==> config.mk <==
export PLATFORM = sky130hd
export DESIGN_NAME = axis_cfg_seq_flat
export DESIGN_NICKNAME = d
export VERILOG_FILES = /design/src/rtl/axis_cfg_seq_pkg.sv /design/src/rtl/axis_cfg_seq_if.sv /design/src/rtl/axis_cfg_seq_gap.sv /design/src/rtl/axis_cfg_seq.sv /design/src/flat_wrapper.sv
export SDC_FILE = /design/constraint.sdc
export NUM_CORES = 1
export LEC_CHECK = 0
export ABC_AREA = 1
export CORE_MARGIN = 3
export CORE_UTILIZATION = 50
export CTS_CLUSTER_SIZE = 40
export DETAILED_ROUTE_END_ITERATION = 8
export PLACE_DENSITY = 0.8
export SLEW_MARGIN = 40
export SYNTH_ARGS = -nofsm -noshare
export SYNTH_HDL_FRONTEND = slang
export SYNTH_HIERARCHICAL = 1
export SYNTH_SLANG_ARGS = --single-unit
==> constraint.sdc <==
create_clock -name clk -period 1.95 [get_ports clk]
set_input_delay 0.195 -clock clk [delete_from_list [all_inputs] [get_ports clk]]
set_output_delay 0.195 -clock clk [all_outputs]
set_load 0.005 [all_outputs]
==> src/rtl/axis_cfg_seq_pkg.sv <==
// Shared definitions for the config-bus sequencer: FSM state encoding and
// transfer-direction constants.
package axis_pkg;

  typedef enum logic [2:0] {
    IDLE = 3'd0,
    SEL  = 3'd1,
    ADDR = 3'd2,
    LEN  = 3'd3,
    GAP  = 3'd4
  } seq_state_e;

  localparam logic DIR_WR = 1'b0;
  localparam logic DIR_RD = 1'b1;

  localparam int CNT_WIDTH = 16;

endpackage

==> src/rtl/axis_cfg_seq_if.sv <==
// Command handshake plus config-bus bundle between a command issuer (master)
// and the sequencer (slave).
interface axis_cfg_seq_if #(
  parameter int CFG_AWIDTH = 5,
  parameter int CFG_DWIDTH = 32
) ();

  logic                  cmd_valid;
  logic                  cmd_ready;
  logic                  cmd_dir;
  logic [CFG_DWIDTH-1:0] cmd_addr;
  logic [CFG_DWIDTH-1:0] cmd_len;
  logic [CFG_AWIDTH-1:0] cfg_addr;
  logic [CFG_DWIDTH-1:0] cfg_data;
  logic                  cfg_valid;
  logic                  busy;
  logic [15:0]           cmd_count;

  modport master (
    output cmd_valid, cmd_dir, cmd_addr, cmd_len,
    input  cmd_ready, cfg_addr, cfg_data, cfg_valid, busy, cmd_count
  );

  modport slave (
    input  cmd_valid, cmd_dir, cmd_addr, cmd_len,
    output cmd_ready, cfg_addr, cfg_data, cfg_valid, busy, cmd_count
  );

endinterface

==> src/rtl/axis_cfg_seq_gap.sv <==
// Post-command idle-gap down-counter; only instantiated when
// AXIS_CFG_SEQ_GAP_EN is defined. last_o marks the final GAP cycle.
module axis_cfg_seq_gap #(
  parameter int GAP_CYCLES = 4
) (
  input  logic clk,
  input  logic rst,
  input  logic load_i,
  input  logic en_i,
  output logic last_o
);

  localparam int GW = (GAP_CYCLES < 2) ? 1 : $clog2(GAP_CYCLES + 1);

  logic [GW-1:0] cnt_q;
  logic [GW-1:0] cnt_d;

  // Load on the LEN beat, count down to zero while in GAP.
  always_comb begin
    cnt_d = cnt_q;
    if (load_i) begin
      cnt_d = GW'(GAP_CYCLES);
    end else if (en_i && (cnt_q != {GW{1'b0}})) begin
      cnt_d = cnt_q - GW'(1);
    end else begin
      cnt_d = cnt_q;
    end
  end

  // Counter register.
  always_ff @(posedge clk) begin
    if (rst) begin
      cnt_q <= {GW{1'b0}};
    end else begin
      cnt_q <= cnt_d;
    end
  end

  // A load of 0 still gives one GAP cycle, hence "<= 1".
  assign last_o = (cnt_q <= GW'(1));

endmodule

==> src/rtl/axis_cfg_seq.sv <==
// Turns one accepted command into three back-to-back config beats
// (path select, start address, length). Optional macro AXIS_CFG_SEQ_GAP_EN
// adds an idle GAP state of GAP_CYCLES cycles after each command.
module axis_cfg_seq
  import axis_pkg::*;
#(
  parameter int CFG_ID_WR  = 1,
  parameter int CFG_ID_RD  = 2,
  parameter int CFG_ADDR   = 23,
  parameter int CFG_DATA   = 24,
  parameter int CFG_AWIDTH = 5,
  parameter int CFG_DWIDTH = 32,
  parameter int GAP_CYCLES = 4
) (
  input  logic          clk,
  input  logic          rst,
  axis_cfg_seq_if.slave bus
);

  localparam logic [CFG_AWIDTH-1:0] ID_WR_C = CFG_AWIDTH'(CFG_ID_WR);
  localparam logic [CFG_AWIDTH-1:0] ID_RD_C = CFG_AWIDTH'(CFG_ID_RD);
  localparam logic [CFG_AWIDTH-1:0] ADDR_C  = CFG_AWIDTH'(CFG_ADDR);
  localparam logic [CFG_AWIDTH-1:0] DATA_C  = CFG_AWIDTH'(CFG_DATA);

  seq_state_e            state_q;
  logic [CFG_DWIDTH-1:0] addr_q;
  logic [CFG_DWIDTH-1:0] len_q;
  logic                  cmd_ready_q;
  logic                  busy_q;
  logic                  cfg_valid_q;
  logic [CFG_AWIDTH-1:0] cfg_addr_q;
  logic [CFG_DWIDTH-1:0] cfg_data_q;
  logic [CNT_WIDTH-1:0]  cmd_count_q;

`ifdef AXIS_CFG_SEQ_GAP_EN
  logic gap_last_s;

  axis_cfg_seq_gap #(
    .GAP_CYCLES (GAP_CYCLES)
  ) u_gap (
    .clk    (clk),
    .rst    (rst),
    .load_i (state_q == LEN),
    .en_i   (state_q == GAP),
    .last_o (gap_last_s)
  );
`else
  // GAP_CYCLES has no effect without the gap stage.
  logic unused_gap_s;
  assign unused_gap_s = (GAP_CYCLES != 0);
`endif

  // Sequencer FSM; outputs are set on the edge entering each state.
  always_ff @(posedge clk) begin
    if (rst) begin
      state_q     <= IDLE;
      addr_q      <= {CFG_DWIDTH{1'b0}};
      len_q       <= {CFG_DWIDTH{1'b0}};
      cmd_ready_q <= 1'b1;
      busy_q      <= 1'b0;
      cfg_valid_q <= 1'b0;
      cfg_addr_q  <= {CFG_AWIDTH{1'b0}};
      cfg_data_q  <= {CFG_DWIDTH{1'b0}};
      cmd_count_q <= 16'd0;
    end else begin
      case (state_q)
        IDLE: begin
          if (bus.cmd_valid && cmd_ready_q) begin
            addr_q <= bus.cmd_addr;
            len_q  <= bus.cmd_len;
            // Zero-length commands are consumed without any beats.
            if (bus.cmd_len != {CFG_DWIDTH{1'b0}}) begin
              state_q     <= SEL;
              cmd_ready_q <= 1'b0;
              busy_q      <= 1'b1;
              cfg_valid_q <= 1'b1;
              cfg_addr_q  <= (bus.cmd_dir == DIR_RD) ? ID_RD_C : ID_WR_C;
              cfg_data_q  <= {CFG_DWIDTH{1'b0}};
            end
          end
        end
        SEL: begin
          state_q    <= ADDR;
          cfg_addr_q <= ADDR_C;
          cfg_data_q <= addr_q;
        end
        ADDR: begin
          state_q     <= LEN;
          cfg_addr_q  <= DATA_C;
          cfg_data_q  <= len_q;
          cmd_count_q <= cmd_count_q + 16'd1;
        end
        LEN: begin
          cfg_valid_q <= 1'b0;
          cfg_addr_q  <= {CFG_AWIDTH{1'b0}};
          cfg_data_q  <= {CFG_DWIDTH{1'b0}};
`ifdef AXIS_CFG_SEQ_GAP_EN
          state_q     <= GAP;
`else
          state_q     <= IDLE;
          cmd_ready_q <= 1'b1;
          busy_q      <= 1'b0;
`endif
        end
`ifdef AXIS_CFG_SEQ_GAP_EN
        GAP: begin
          if (gap_last_s) begin
            state_q     <= IDLE;
            cmd_ready_q <= 1'b1;
            busy_q      <= 1'b0;
          end
        end
`endif
        default: begin
          state_q     <= IDLE;
          cmd_ready_q <= 1'b1;
          busy_q      <= 1'b0;
          cfg_valid_q <= 1'b0;
          cfg_addr_q  <= {CFG_AWIDTH{1'b0}};
          cfg_data_q  <= {CFG_DWIDTH{1'b0}};
        end
      endcase
    end
  end

  assign bus.cmd_ready = cmd_ready_q;
  assign bus.busy      = busy_q;
  assign bus.cfg_valid = cfg_valid_q;
  assign bus.cfg_addr  = cfg_addr_q;
  assign bus.cfg_data  = cfg_data_q;
  assign bus.cmd_count = cmd_count_q;

endmodule

==> src/flat_wrapper.sv <==
// flat-port wrapper written by rule: the top's interface ports become plain ports
module axis_cfg_seq_flat import axis_pkg::*;
#(
  parameter int CFG_ID_WR  = 1,
  parameter int CFG_ID_RD  = 2,
  parameter int CFG_ADDR   = 23,
  parameter int CFG_DATA   = 24,
  parameter int CFG_AWIDTH = 5,
  parameter int CFG_DWIDTH = 32,
  parameter int GAP_CYCLES = 4
)
  (clk, rst, bus_cmd_valid, bus_cmd_dir, bus_cmd_addr, bus_cmd_len, bus_cmd_ready, bus_cfg_addr, bus_cfg_data, bus_cfg_valid, bus_busy, bus_cmd_count);
  axis_cfg_seq_if #(.CFG_AWIDTH(CFG_AWIDTH), .CFG_DWIDTH(CFG_DWIDTH)) bus_i ();
  input  logic clk;
  input  logic rst;
  input wire logic [$bits(bus_i.cmd_valid)-1:0] bus_cmd_valid;
  input wire logic [$bits(bus_i.cmd_dir)-1:0] bus_cmd_dir;
  input wire logic [$bits(bus_i.cmd_addr)-1:0] bus_cmd_addr;
  input wire logic [$bits(bus_i.cmd_len)-1:0] bus_cmd_len;
  output wire logic [$bits(bus_i.cmd_ready)-1:0] bus_cmd_ready;
  output wire logic [$bits(bus_i.cfg_addr)-1:0] bus_cfg_addr;
  output wire logic [$bits(bus_i.cfg_data)-1:0] bus_cfg_data;
  output wire logic [$bits(bus_i.cfg_valid)-1:0] bus_cfg_valid;
  output wire logic [$bits(bus_i.busy)-1:0] bus_busy;
  output wire logic [$bits(bus_i.cmd_count)-1:0] bus_cmd_count;
  assign bus_i.cmd_valid = bus_cmd_valid;
  assign bus_i.cmd_dir = bus_cmd_dir;
  assign bus_i.cmd_addr = bus_cmd_addr;
  assign bus_i.cmd_len = bus_cmd_len;
  assign bus_cmd_ready = bus_i.cmd_ready;
  assign bus_cfg_addr = bus_i.cfg_addr;
  assign bus_cfg_data = bus_i.cfg_data;
  assign bus_cfg_valid = bus_i.cfg_valid;
  assign bus_busy = bus_i.busy;
  assign bus_cmd_count = bus_i.cmd_count;
  axis_cfg_seq #(.CFG_ID_WR(CFG_ID_WR), .CFG_ID_RD(CFG_ID_RD), .CFG_ADDR(CFG_ADDR), .CFG_DATA(CFG_DATA), .CFG_AWIDTH(CFG_AWIDTH), .CFG_DWIDTH(CFG_DWIDTH), .GAP_CYCLES(GAP_CYCLES)) u_core (.clk(clk), .rst(rst), .bus(bus_i));
endmodule
# [Word level (Yosys, flattened, before mapping)]
# Index checks and enable logic that the tools add are counted.
[classes] add_sub_neg=1 n_mul=0 div_mod_pow=0 magnitude_cmp=0 n_eq_ne=4 shifts=0 mux=16 bitwise=1 n_reduce_logical=7
[ops] operator="$pmux W32 S3" count=1
[ops] operator="$mux W32" count=2
[ops] operator="$reduce_bool A32 Y1" count=1
[ops] operator="$add A16 B1 Y16 const B" count=1
[ops] operator="$pmux W5 S3" count=1
[ops] operator="$mux W5" count=2
[ops] operator="$pmux W3 S3" count=1
[ops] operator="$mux W3" count=2
[ops] operator="$mux W1" count=4
[ops] operator="$ne A2 B1 Y1 const B" count=2
[ops] operator="$pmux W1 S2" count=2
[ops] operator="$reduce_and A2 Y1" count=2
[ops] operator="$eq A3 B1 Y1 const B" count=1
[ops] operator="$eq A3 B2 Y1 const B" count=1
[ops] operator="$logic_not A3 Y1" count=1
[ops] operator="$reduce_and A3 Y1" count=1
[ops] operator="$mux W2" count=1
[ops] operator="$reduce_or A2 Y1" count=1
[ops] operator="$logic_and A1 B1 Y1" count=1
[ops] operator="$not A1 Y1" count=1
[totals] reg_bits=122 latch_bits=0 ram_bits=0 mem_bits_ro=0 word_cells=37 mem_count=0

# [Depth between registers and ports, before layout]
# Gate-level depths: netlist of run 1.
[depth] word_depth=4 depth_mapped=12 mapped_depth_nobuf=12

# [Worst setup path before layout of run 1]
# Ideal clock, no wire load.
[synth_timing] path_kind="reg2reg" from="register u_core.state_q[1]" to="register u_core.cfg_data_q[13], in the netlist u_core/bus.cfg_data[13]" setup_time_ns=0.071 arrival_time_ns=1.605 required_time_ns=1.879 slack_ns=0.274 stages_incl_launch_ff=10 path_buffers=2 synth_period_minus_slack_ns=1.676 path_cell_list="dfxtp_1 > inv_1 > ha_1 > buf_2 > nand4_1 > nor2_1 > nand2_2 > clkbuf_1 > nand3_1 > a21oi_2"
[synth_between] elab_chain_len=3 word_cells_on_any_way=7
[synth_lines] element="start: declaration" line_no="axis_cfg_seq.sv:25" rtl="seq_state_e state_q;"
[synth_lines] element="start signal: assignment" line_no="axis_cfg_seq.sv:56" rtl="state_q <= IDLE;"
[synth_lines] element="start signal: assignment" line_no="axis_cfg_seq.sv:73" rtl="state_q <= SEL;"
[synth_lines] element="start signal: assignment" line_no="axis_cfg_seq.sv:83" rtl="state_q <= ADDR;"
[synth_lines] element="$logic_not A3 Y1" line_no="axis_cfg_seq.sv:66" rtl="case (state_q)"
[synth_lines] element="$ne A2 B1 Y1 (no source line)"
[synth_lines] element="$reduce_and A2 Y1 (no source line)"
[synth_lines] element="end signal: assignment" line_no="axis_cfg_seq.sv:63" rtl="cfg_data_q <= {CFG_DWIDTH{1'b0}};"
[synth_lines] element="end signal: assignment" line_no="axis_cfg_seq.sv:78" rtl="cfg_data_q <= {CFG_DWIDTH{1'b0}};"
[synth_lines] element="end signal: assignment" line_no="axis_cfg_seq.sv:85" rtl="cfg_data_q <= addr_q;"
[synth_lines] element="end: declaration" line_no="axis_cfg_seq.sv:32" rtl="logic [CFG_DWIDTH-1:0] cfg_data_q;"
# Several ways; a longest one is shown, not always the timed one.
# A chain may end at the register's enable or synchronous reset.

# [Worst setup path after layout of run 1]
[layout_timing] from="register u_core.state_q[1]" to="register u_core.cfg_data_q[2], in the netlist u_core/bus.cfg_data[2]"
# The elaborated chain is that of the path after synthesis.

==> results of run 1 <==
-- cells in the final DEF, fill, tap and decap left out, types with 2 or more instances in the layout --
cell type and instances:
nand2_2 12, nor2_2 3, inv_2 2, bufinv_16 2, nand3_1 38, buf_4 16, dfxtp_1 120, clkbuf_16 16
clkinv_2 2, ha_1 7, buf_12 5, clkdlybuf4s50_1 122, inv_1 91, a21oi_1 131, nand2_1 119, clkbuf_1 4
nor3_1 8, a21oi_2 10, nand4_1 8, nor2_1 40, clkbuf_8 4, o21ai_0 77
-- per-stage QoR --
step / setup WS, ps / cell area (sq um) / setup TNS (ps)
final: 161 / 7180 / 0
after global routing: -6.72 / 7180 / -6.72
after CTS: 41.7 / 7160 / 0
after detailed placement: 33.4 / 6620 / 0
after global placement: 101 / 6620 / 0
after floorplan: 274 / 5220 / 0
-- flip-flops by register name (all words and copies together), names as in the netlist --
signal,count
u_core/addr_q,32
u_core/bus.cfg_data,32
u_core/state_q,2
u_core/bus.cmd_ready,1
u_core/bus.cfg_addr,4
u_core/bus.cfg_valid,1
u_core/bus.cmd_count,16
u_core/len_q,32
-- cell families (layout without fill, tap and decap cells) --
| logic type | Yosys count | count (layout) | share of synthesized area (%) |
|---|---|---|---|
| buffers and inverters | 143 | 266 | 11.0 |
| AO/OA/AOI/OAI | 220 | 220 | 22.0 |
| adder cells (fa/ha/maj) | 7 | 7 | 1.68 |
| XOR/XNOR | 1 | 1 | 0.168 |
| flip-flops | 120 | 120 | 46.1 |
| AND/OR/NAND/NOR | 234 | 234 | 19.1 |
-- per-layer routing --
| metal | share of wire [%] | wire (um) |
|---|---|---|
| met2 | 50 | 6980 |
| met1 | 43 | 5930 |
| met4 | 1.4 | 199 |
| met5 | 0 | 0 |
| met3 | 6.0 | 832 |
-- worst min path at each step --
stage / startpoint / endpoint / slack [ps] / cells after the start
after floorplan: bus_cmd_addr[0] / u_core/addr_q[0] / 390 / 2
after global placement: u_core/addr_q[0] / u_core/addr_q[0] / 430 / 2
after detailed placement: u_core/addr_q[10] / u_core/addr_q[10] / 440 / 2
after CTS: rst / u_core/bus.cmd_ready / 130 / 3
after global routing: rst / u_core/bus.cmd_ready / 170 / 3
final: rst / u_core/bus.cmd_ready / 150 / 3
-- tightest hold or removal path, cell delays in order --
cell and delay, ps:
buf_2 100, inv_2 190, nand2_1 130
-- power groups by stage --
stage	registers [mW]	logic (mW)	clock network (mW)
finish	3.33	2.58	2.87
global placement	3.34	2.46	0
detailed placement	3.37	2.55	0
global route	3.39	2.87	3.02
CTS	3.32	2.58	2.91
floorplan	3.31	1.58	0
-- cell type report --
type | count | area [sq um]
Fill cell | 806 | 2780
Inverter | 94 | 353
Clock buffer | 24 | 470
Tap cell | 133 | 166
Multi-Input combinational cell | 462 | 2270
Sequential cell | 120 | 2400
Timing Repair Buffer | 144 | 1450
Clock inverter | 4 | 70.1
-- timing repair --
item / CTS / global route
pin swaps: 0 / 1
hold endpoints to repair: 0 / 0
resized for setup: 1 / 5
setup endpoints to repair: 1 / 8
==> impl_results.md, run 1 <==
- Syn. warnings: 6
- Port Buf Inserts: 123
- Routability cong.: 0.843
- Final net count: 914
- Post-synth net total: 800
- CP Launch Type: register
- Fin crit share: 91.7%
- Final wirelength: 13.9 mm
- Critical Path Stages: 9
- CP startpoint: u_core/state_q[1]
- Worst setup endpoint: u_core/bus.cfg_data[2]
- Post-synth EDFFs: 0
- Hold_ws: 154 ps
- Vias: 5,118
- DR pass1 iterations: 5
- Post-CTS setup buffer count: 0
- Netlist cell types: 26
- # hold bufs at CTS: 0
- M1 GR Usage: 29.2%
- WS Path Type: reg -> reg
- Power, Total: 8.78 mW
- Combinational power share: 29.4%
- CP arrival: 2220 ps
- Die Wd: 108 um
- ANT nets after route: 0
- H-tree lvl count: 4
- First-pass GRT wire length: 22.8 mm
- CP endpoint kind: register
- Required @ worst endpoint: 2380 ps
- Crit-path cells: inv_1 -> ha_1 -> nand4_1 -> nor2_1 -> nand2_2 -> nand2_2 -> buf_4 -> nand2_1 -> a21oi_1
- Slew @ Worst Pin: 489 ps
- Crit-path most repeated cell: nand2_2
- Clk_lat worst skew: 510 ps
- Die H: 108 um
- Seq/Total Area, Yosys: 46.1%
- I/O Pins: 124
- Cell Count, Final, Fillers Out: 981
- Achievable frequency: 559 MHz
- Net switching power: 2.85 mW
- CP top delay family: simple AND/OR/NAND/NOR gates
- Placed Cells: 953
- Die area: 11,700 sq um
- Top_reg_cell synth: dfxtp_1
- Synth Area per Inst: 7.19 sq um
- Outcome: completed
- Seq pwr share: 37.9%
- Initial DRC count: 285
- Core area: 9950 sq um
- R2R depth: 9
- Fin. Hold Viols: 0
- Worst Path Buf+Inv: 2
- Routing usage on met3: 6.51%
- Final setup violation count: 0
- Congestion Overflow GR: 0
- Clock Sinks: 120
- Commonest cells post-synth: a21oi_1 (131), dfxtp_1 (120), nand2_1 (119)
- # DRC: 0
- Layout area overhead: 37.6%
- Max-capacitance violation count: 0
- Min Tclk post-route: 1790 ps
- CTS clk-pin slew, worst paths: 50 ps
- Met2 Use GR: 43.3%
- Worst path max stage delay: 330 ps
- Cell taking the most area after synthesis: dfxtp_1
- Synth top area share: 46.1%
- CP max-delay cell: dfxtp_1
- R2r setup slk: 160 ps
- Antenna cells: 0
- Share of cells above drive strength 1: 8.96%
- Skew final: 7.24 ps
- Post-synthesis cell area: 5220 sq um
- Synth top area cells: dfxtp_1 (46%), a21oi_1 (13%), nand2_1 (8.6%)
- Power Dens Cells: 1220 nW/um^2
- DP HPWL: 9.70 mm
- FF-to-FF Start: u_core/state_q[1]
- R2r endpoint: u_core/bus.cfg_data[2]
- Vias in the first global route: 4,986
- Total GRT Usage: 24.6%
- Initial antenna violation count: 0
- Vias per inst: 5.22
- Clock Path Buffers: 2
- P_int: 5.94 mW
- Leak Pwr: 2.61 nW
- Worst Hold Class: in -> reg
- Largest net degree at the start of global routing: 77
- Site row count: 36
- Per-cell routed wire length: 14.2 um
- Worst-path maximum fanout: 16
- Grt peak-use layer: met2
- Count leader, synth: a21oi_1
- Sw frac: 32.4%
- Final core occ: 72.1%
- CTS tree: done
- Initial Utilization: 52.4%
- Post-synthesis register bit count: 120
- Cells after Synth: 725
- Rel. slew slack: 67.4%
- Pins Over Slew Limit: 0
- Post-synth ARST share: 0%
- Maximum vdd drop: 712 uV
- Clock share of power: 32.7%
- Cts bufs inserted: 17
- Clock tree root driver cell: clkbuf_8
(Power assumes the default switching activity.)
==> inputs of run 2 (changes only) <==
- CORE_MARGIN: 3 -> default
==> impl_results.md, run 2 (same netlist as run 1, synthesis figures left out) <==
- Rel. slew slack: 66.4% (-1.0 points)
- First-pass GRT wire length: 23.0 mm (+0.60%)
- Worst-path maximum fanout: 21 (+5)
- Site row count: 36 (unchanged)
- DR pass1 iterations: 5 (unchanged)
- Final net count: 914 (unchanged)
- Leak Pwr: 2.58 nW (-1.3%)
- Final core occ: 71.9% (-0.24 points)
- Outcome: completed
- Max-capacitance violation count: 0 (unchanged)
- CTS clk-pin slew, worst paths: 60 ps (about the same)
- Cts bufs inserted: 17 (unchanged)
- Core area: 9950 sq um (unchanged)
- Power, Total: 8.58 mW (-2.3%)
- RSZ-0062 raised after global routing: false
- R2r setup slk: 160 ps (about the same)
- H-tree lvl count: 4 (unchanged)
- Initial Utilization: 52.4% (unchanged)
- DP HPWL: 9.36 mm (-3.4%)
- CP top delay family: buffers and inverters
- Clk_lat worst skew: 510 ps (about the same)
- Final setup violation count: 0 (unchanged)
- Worst Path Buf+Inv: 4 (+2)
- Routability cong.: 0.833 (-1.2%)
- CTS tree: done
- Most common cell after layout, fill and taps aside: a21oi_1
- Pins Over Slew Limit: 0 (unchanged)
- Total GRT Usage: 26.2% (+1.6 points)
- Worst Hold Class: in -> reg
- Share of cells above drive strength 1: 9.75% (+0.79 points)
- Layout area overhead: 37.2%
- P_int: 5.65 mW (-4.8%)
- Initial antenna violation count: 0 (unchanged)
- Fin crit share: 91.7% (about the same)
- Die area: 10,800 sq um (-7.3%)
- # DRC: 0 (unchanged)
- Largest net degree at the start of global routing: 83 (+7.8%)
- Port Buf Inserts: 123 (unchanged)
- Vias: 5,202 (+1.6%)
- Clock share of power: 31.5% (-1.2 points)
- Post-route cell area: 7150 sq um (-0.33%)
- Fin worst setup slack: 161 ps (-0.365 ps)
- CP endpoint kind: register
- Placed inst area: 6610 sq um (-0.19%)
- Sw frac: 34.1% (+1.7 points)
- Crit-path most repeated cell: buf_4
- Slew @ Worst Pin: 504 ps (+15.3 ps)
- Die Wd: 104 um (-3.7%)
- Min Tclk post-route: 1790 ps (+0.365 ps)
- CP arrival: 2230 ps (about the same)
- Net switching power: 2.93 mW (+2.9%)
- Final wirelength: 13.8 mm (-1.3%)
- Maximum vdd drop: 763 uV (+7.1%)
- ANT nets after route: 0 (unchanged)
- Clock tree root driver cell: clkbuf_8
- Most frequent cells in the layout: a21oi_1 (131), clkdlybuf4s50_1 (122), dfxtp_1 (120)
- CP Launch Type: register
- Skew final: 9.32 ps (+2.08 ps)
- Die H: 104 um (-3.7%)
- Vias in the first global route: 4,916 (-1.4%)
- Seq pwr share: 38.8% (+0.9 points)
- Worst path max stage delay: 410 ps (+80 ps)
- Power Dens Cells: 1200 nW/um^2 (-2.0%)
- Initial DRC count: 252 (-12%)
- Antenna cells: 0 (unchanged)
- I/O Pins: 124 (unchanged)
- Clock Sinks: 120 (unchanged)
- Fin. Hold Viols: 0 (unchanged)
- Vias per inst: 5.29 (+1.3%)
- Achievable frequency: 559 MHz (about the same)
- Post-place setup slack: 68.2 ps (+34.8 ps)
- WS Path Type: reg -> reg
- Congestion Overflow GR: 0 (unchanged)
- CP max-delay cell: dfxtp_1
- Crit-path cells: inv_1 -> buf_4 -> ha_1 -> clkinv_1 -> buf_4 -> a21oi_1 -> nand3_1 -> a21oi_2
- Per-cell routed wire length: 14.0 um (-1.6%)
- Clock Path Buffers: 2 (unchanged)
- # hold bufs at CTS: 0 (unchanged)
- Combinational power share: 29.6% (+0.2 points)
- Required @ worst endpoint: 2390 ps (about the same)
- Setup_tns: 0 ps (unchanged)
==> run 2: changes by cell type in the layout (fill, tap and decap cells not counted), sizes merged <==
cell | previous run | this run
clkbuf | 24 | 21
clkinv | 3 | 5
bufinv | 2 | 0
clkinvlp | 0 | 5
inv | 93 | 94
==> run 2: routing by layer <==
metal,global-route usage [%],wire (um),vias up
met5,0,0,-
met4,9.69,301,0
met3,5.39,802,29
met2,45.5,6860,194
met1,31.8,5790,2401
li1,-,-,2578
==> run 2: power groups by stage <==
stage	Clock (mW)	Sequential (mW)	Combinational [mW]
floorplan	0	3.31	1.58
global placement	0	3.35	2.43
detailed placement	0	3.37	2.51
CTS	2.74	3.33	2.53
global route	2.86	3.40	2.81
finish	2.70	3.33	2.54
==> run 2: worst paths after layout <==
kind | startpoint | depth (start not counted) | to
max | u_core/state_q[0] | 8 | u_core/bus.cfg_data[12]
min | rst | 4 | u_core/bus.cmd_ready
max reg2reg | u_core/state_q[0] | 8 | u_core/bus.cfg_data[12]
min reg2reg | u_core/len_q[30] | 2 | u_core/len_q[30]
==> run 2: timing repair <==
action                                  in CTS  in global routing
endpoints found under the setup margin       2                  5
buffers inserted                             0                  0
gates resized for setup                      1                  6
==> run 2: per-stage QoR <==
step | cells | hold WS [ps]
2_1_floorplan | 725 | 388
3_3_place_gp | 953 | 431
3_5_place_dp | 953 | 435
4_1_cts | 984 | 144
5_1_grt | 984 | 187
6_report | 984 | 165
==> run 2: worst register-to-register path: stages, from the launching register on <==
cell	delay [ps]
dfxtp_1	410
inv_1	90
buf_4	160
ha_1	270
clkinv_1	80
buf_4	220
a21oi_1	210
nand3_1	130
a21oi_2	140
==> run 2: cell type report <==
cell class              count  area [sq um]
flip-flops and latches    120          2400
well taps                 133           166
clock inverters            10          73.8
fillers                   796          2800
repair buffers            144          1430
multi-input cells         462          2280
clock buffers              21           449
inverters                  94           353
==> inputs of run 3 (changes only) <==
- CELL_PAD_IN_SITES_DETAIL_PLACEMENT: default -> 1
- CELL_PAD_IN_SITES_GLOBAL_PLACEMENT: default -> 1
- CORE_UTILIZATION: 50 -> 35
- PLACE_DENSITY: 0.8 -> 0.79
==> impl_results.md, run 3 (same netlist as run 1, synthesis figures left out) <==
- Port Buf Inserts: 123 (unchanged)
- CP endpoint kind: register
- Most common cell after layout, fill and taps aside: a21oi_1
- Vias: 5,227 (+0.48%)
- Highest metal used: met4
- Skew final: 6.26 ps (-3.07 ps)
- Clock tree root driver cell: clkbuf_16
- I/O Pins: 124 (unchanged)
- Min Tclk post-route: 1800 ps (+12.0 ps)
- Met3 Routed Length: 804 um (+0.25%)
- CP max-delay cell: dfxtp_1
- Worst Min Path Start: rst
- Most frequent cells in the layout: a21oi_1 (131), clkdlybuf4s50_1 (122), dfxtp_1 (120)
- Routability cong.: 0.801 (-3.8%)
- Post-place setup slack: -25.6 ps (-93.8 ps)
- Hold_ws: 245 ps (+79.6 ps)
- CP Launch Type: register
- Pins Over Slew Limit: 0 (unchanged)
- RSZ-0062 raised after global routing: false
- Maximum vdd drop: 635 uV (-17%)
- Achievable frequency: 555 MHz (-0.67%)
- Setup_tns: 0 ps (unchanged)
- Worst path max stage delay: 400 ps (about the same)
- Layout area overhead: 40.7%
- M1 wire length: 7.00 mm (+21%)
- ANT nets after route: 0 (unchanged)
- Power Dens Cells: 1260 nW/um^2 (+5.0%)
- Final net count: 918 (+0.44%)
- Placed inst area: 6690 sq um (+1.3%)
- Per-cell routed wire length: 15.6 um (+12%)
- Crit-path cells: ha_1 -> inv_1 -> nor3_1 -> nand2_1 -> nor2_1 -> nand2_1 -> o21ai_0 -> a21oi_1
- CP startpoint: u_core/bus.cmd_count[0]
- # hold bufs at CTS: 0 (unchanged)
- Initial Utilization: 35.9% (-17 points)
- DP HPWL: 11.5 mm (+23%)
- Worst Hold Class: in -> reg
- Share of cells above drive strength 1: 10.3% (+0.53 points)
- # DRC: 0 (unchanged)
- Final setup violation count: 0 (unchanged)
- Routed wl met2: 8.18 mm (+19%)
- First-pass GRT wire length: 25.7 mm (+12%)
- Post-route cell area: 7340 sq um (+2.6%)
- Vias in the first global route: 5,361 (+9.1%)
- Clock Path Buffers: 2 (unchanged)
- Largest net degree at the start of global routing: 48 (-42%)
- Die area: 15,400 sq um (+42%)
- Clk_lat worst skew: 410 ps (-100 ps)
- WS Path Type: reg -> reg
- Cts bufs inserted: 17 (unchanged)
- Clock Sinks: 120 (unchanged)
- DR pass1 iterations: 5 (unchanged)
- CTS clk-pin slew, worst paths: 60 ps (about the same)
- CP arrival: 2110 ps (-120 ps)
- Vias per inst: 5.03 (-4.9%)
- Fin crit share: 92.4% (+0.62 points)
- Worst-path maximum fanout: 5 (-76%)
- Initial antenna violation count: 0 (unchanged)
- Crit-path most repeated cell: nand2_1
- FF-to-FF Start: u_core/bus.cmd_count[0]
- Rel. slew slack: 66.4% (about the same)
- Fin. Hold Viols: 0 (unchanged)
- CTS tree: done
- Max-capacitance violation count: 0 (unchanged)
- Die Wd: 124 um (+19%)
- Fin worst setup slack: 149 ps (-12.0 ps)
- Core area: 14,500 sq um (+46%)
- Slew @ Worst Pin: 503 ps (-0.911 ps)
- Leak Pwr: 2.65 nW (+2.9%)
- Initial DRC count: 338 (+34%)
- Congestion Overflow GR: 0 (unchanged)
- Required @ worst endpoint: 2250 ps (-140 ps)
- Outcome: completed
- Site row count: 44 (+22%)
- Total GRT Usage: 22.0% (-4.2 points)
- Antenna cells: 0 (unchanged)
- H-tree lvl count: 4 (unchanged)
- Die H: 124 um (+19%)
- Final wirelength: 16.2 mm (+18%)
-- run 3: what timing repair did --
item,in CTS,in global routing
pin swaps,0,0
gates resized for setup,2,7
setup endpoints to repair,2,66
buffers inserted,0,1
-- run 3: metrics by stage --
stage                     utilization, %  power (mW)  cells
after floorplan                        -        4.88    725
after global placement              46.1        5.89   1007
after detailed placement            46.1        6.04   1007
after CTS                           50.3        9.30   1039
after global routing                50.5        9.77   1040
final                               50.5        9.24   1040
-- run 3: routing by layer --
metal,up-vias,global-route usage (%)
li1,2583,-
met1,2502,24.9
met2,124,39.3
met3,18,5.22
met4,0,8.85
met5,-,0
-- run 3: cell type report --
cell class,instances,area [sq um]
fillers,1823,7190
clock buffers,24,492
multi-input cells,462,2280
clock inverters,8,118
flip-flops and latches,120,2400
inverters,94,353
repair buffers,148,1460
well taps,184,230
-- run 3: path summary, 6_finish.rpt --
kind,slack (ps),cells past startpoint,endpoint
worst min-delay path,240,3,u_core/bus.cmd_ready
worst max register to register,150,8,u_core/bus.cmd_count[12]
worst min register to register,440,2,u_core/len_q[3]
worst max-delay path,150,8,u_core/bus.cmd_count[12]
-- run 3: worst max-delay path, delay by kind of cell (launching register included) --
| family | cells | cell delay [ps] |
|---|---|---|
| AO/OA/AOI/OAI | 2 | 240 |
| adder cells (fa/ha/maj) | 1 | 210 |
| flip-flops | 1 | 400 |
| AND/OR/NAND/NOR | 4 | 760 |
| buffers and inverters | 1 | 80 |
-- run 3: power breakdown --
part           switching [mW]  internal [mW]
logic                    1.62           1.06
clock network            1.08           2.14
registers               0.325           3.01
total                    3.03           6.21
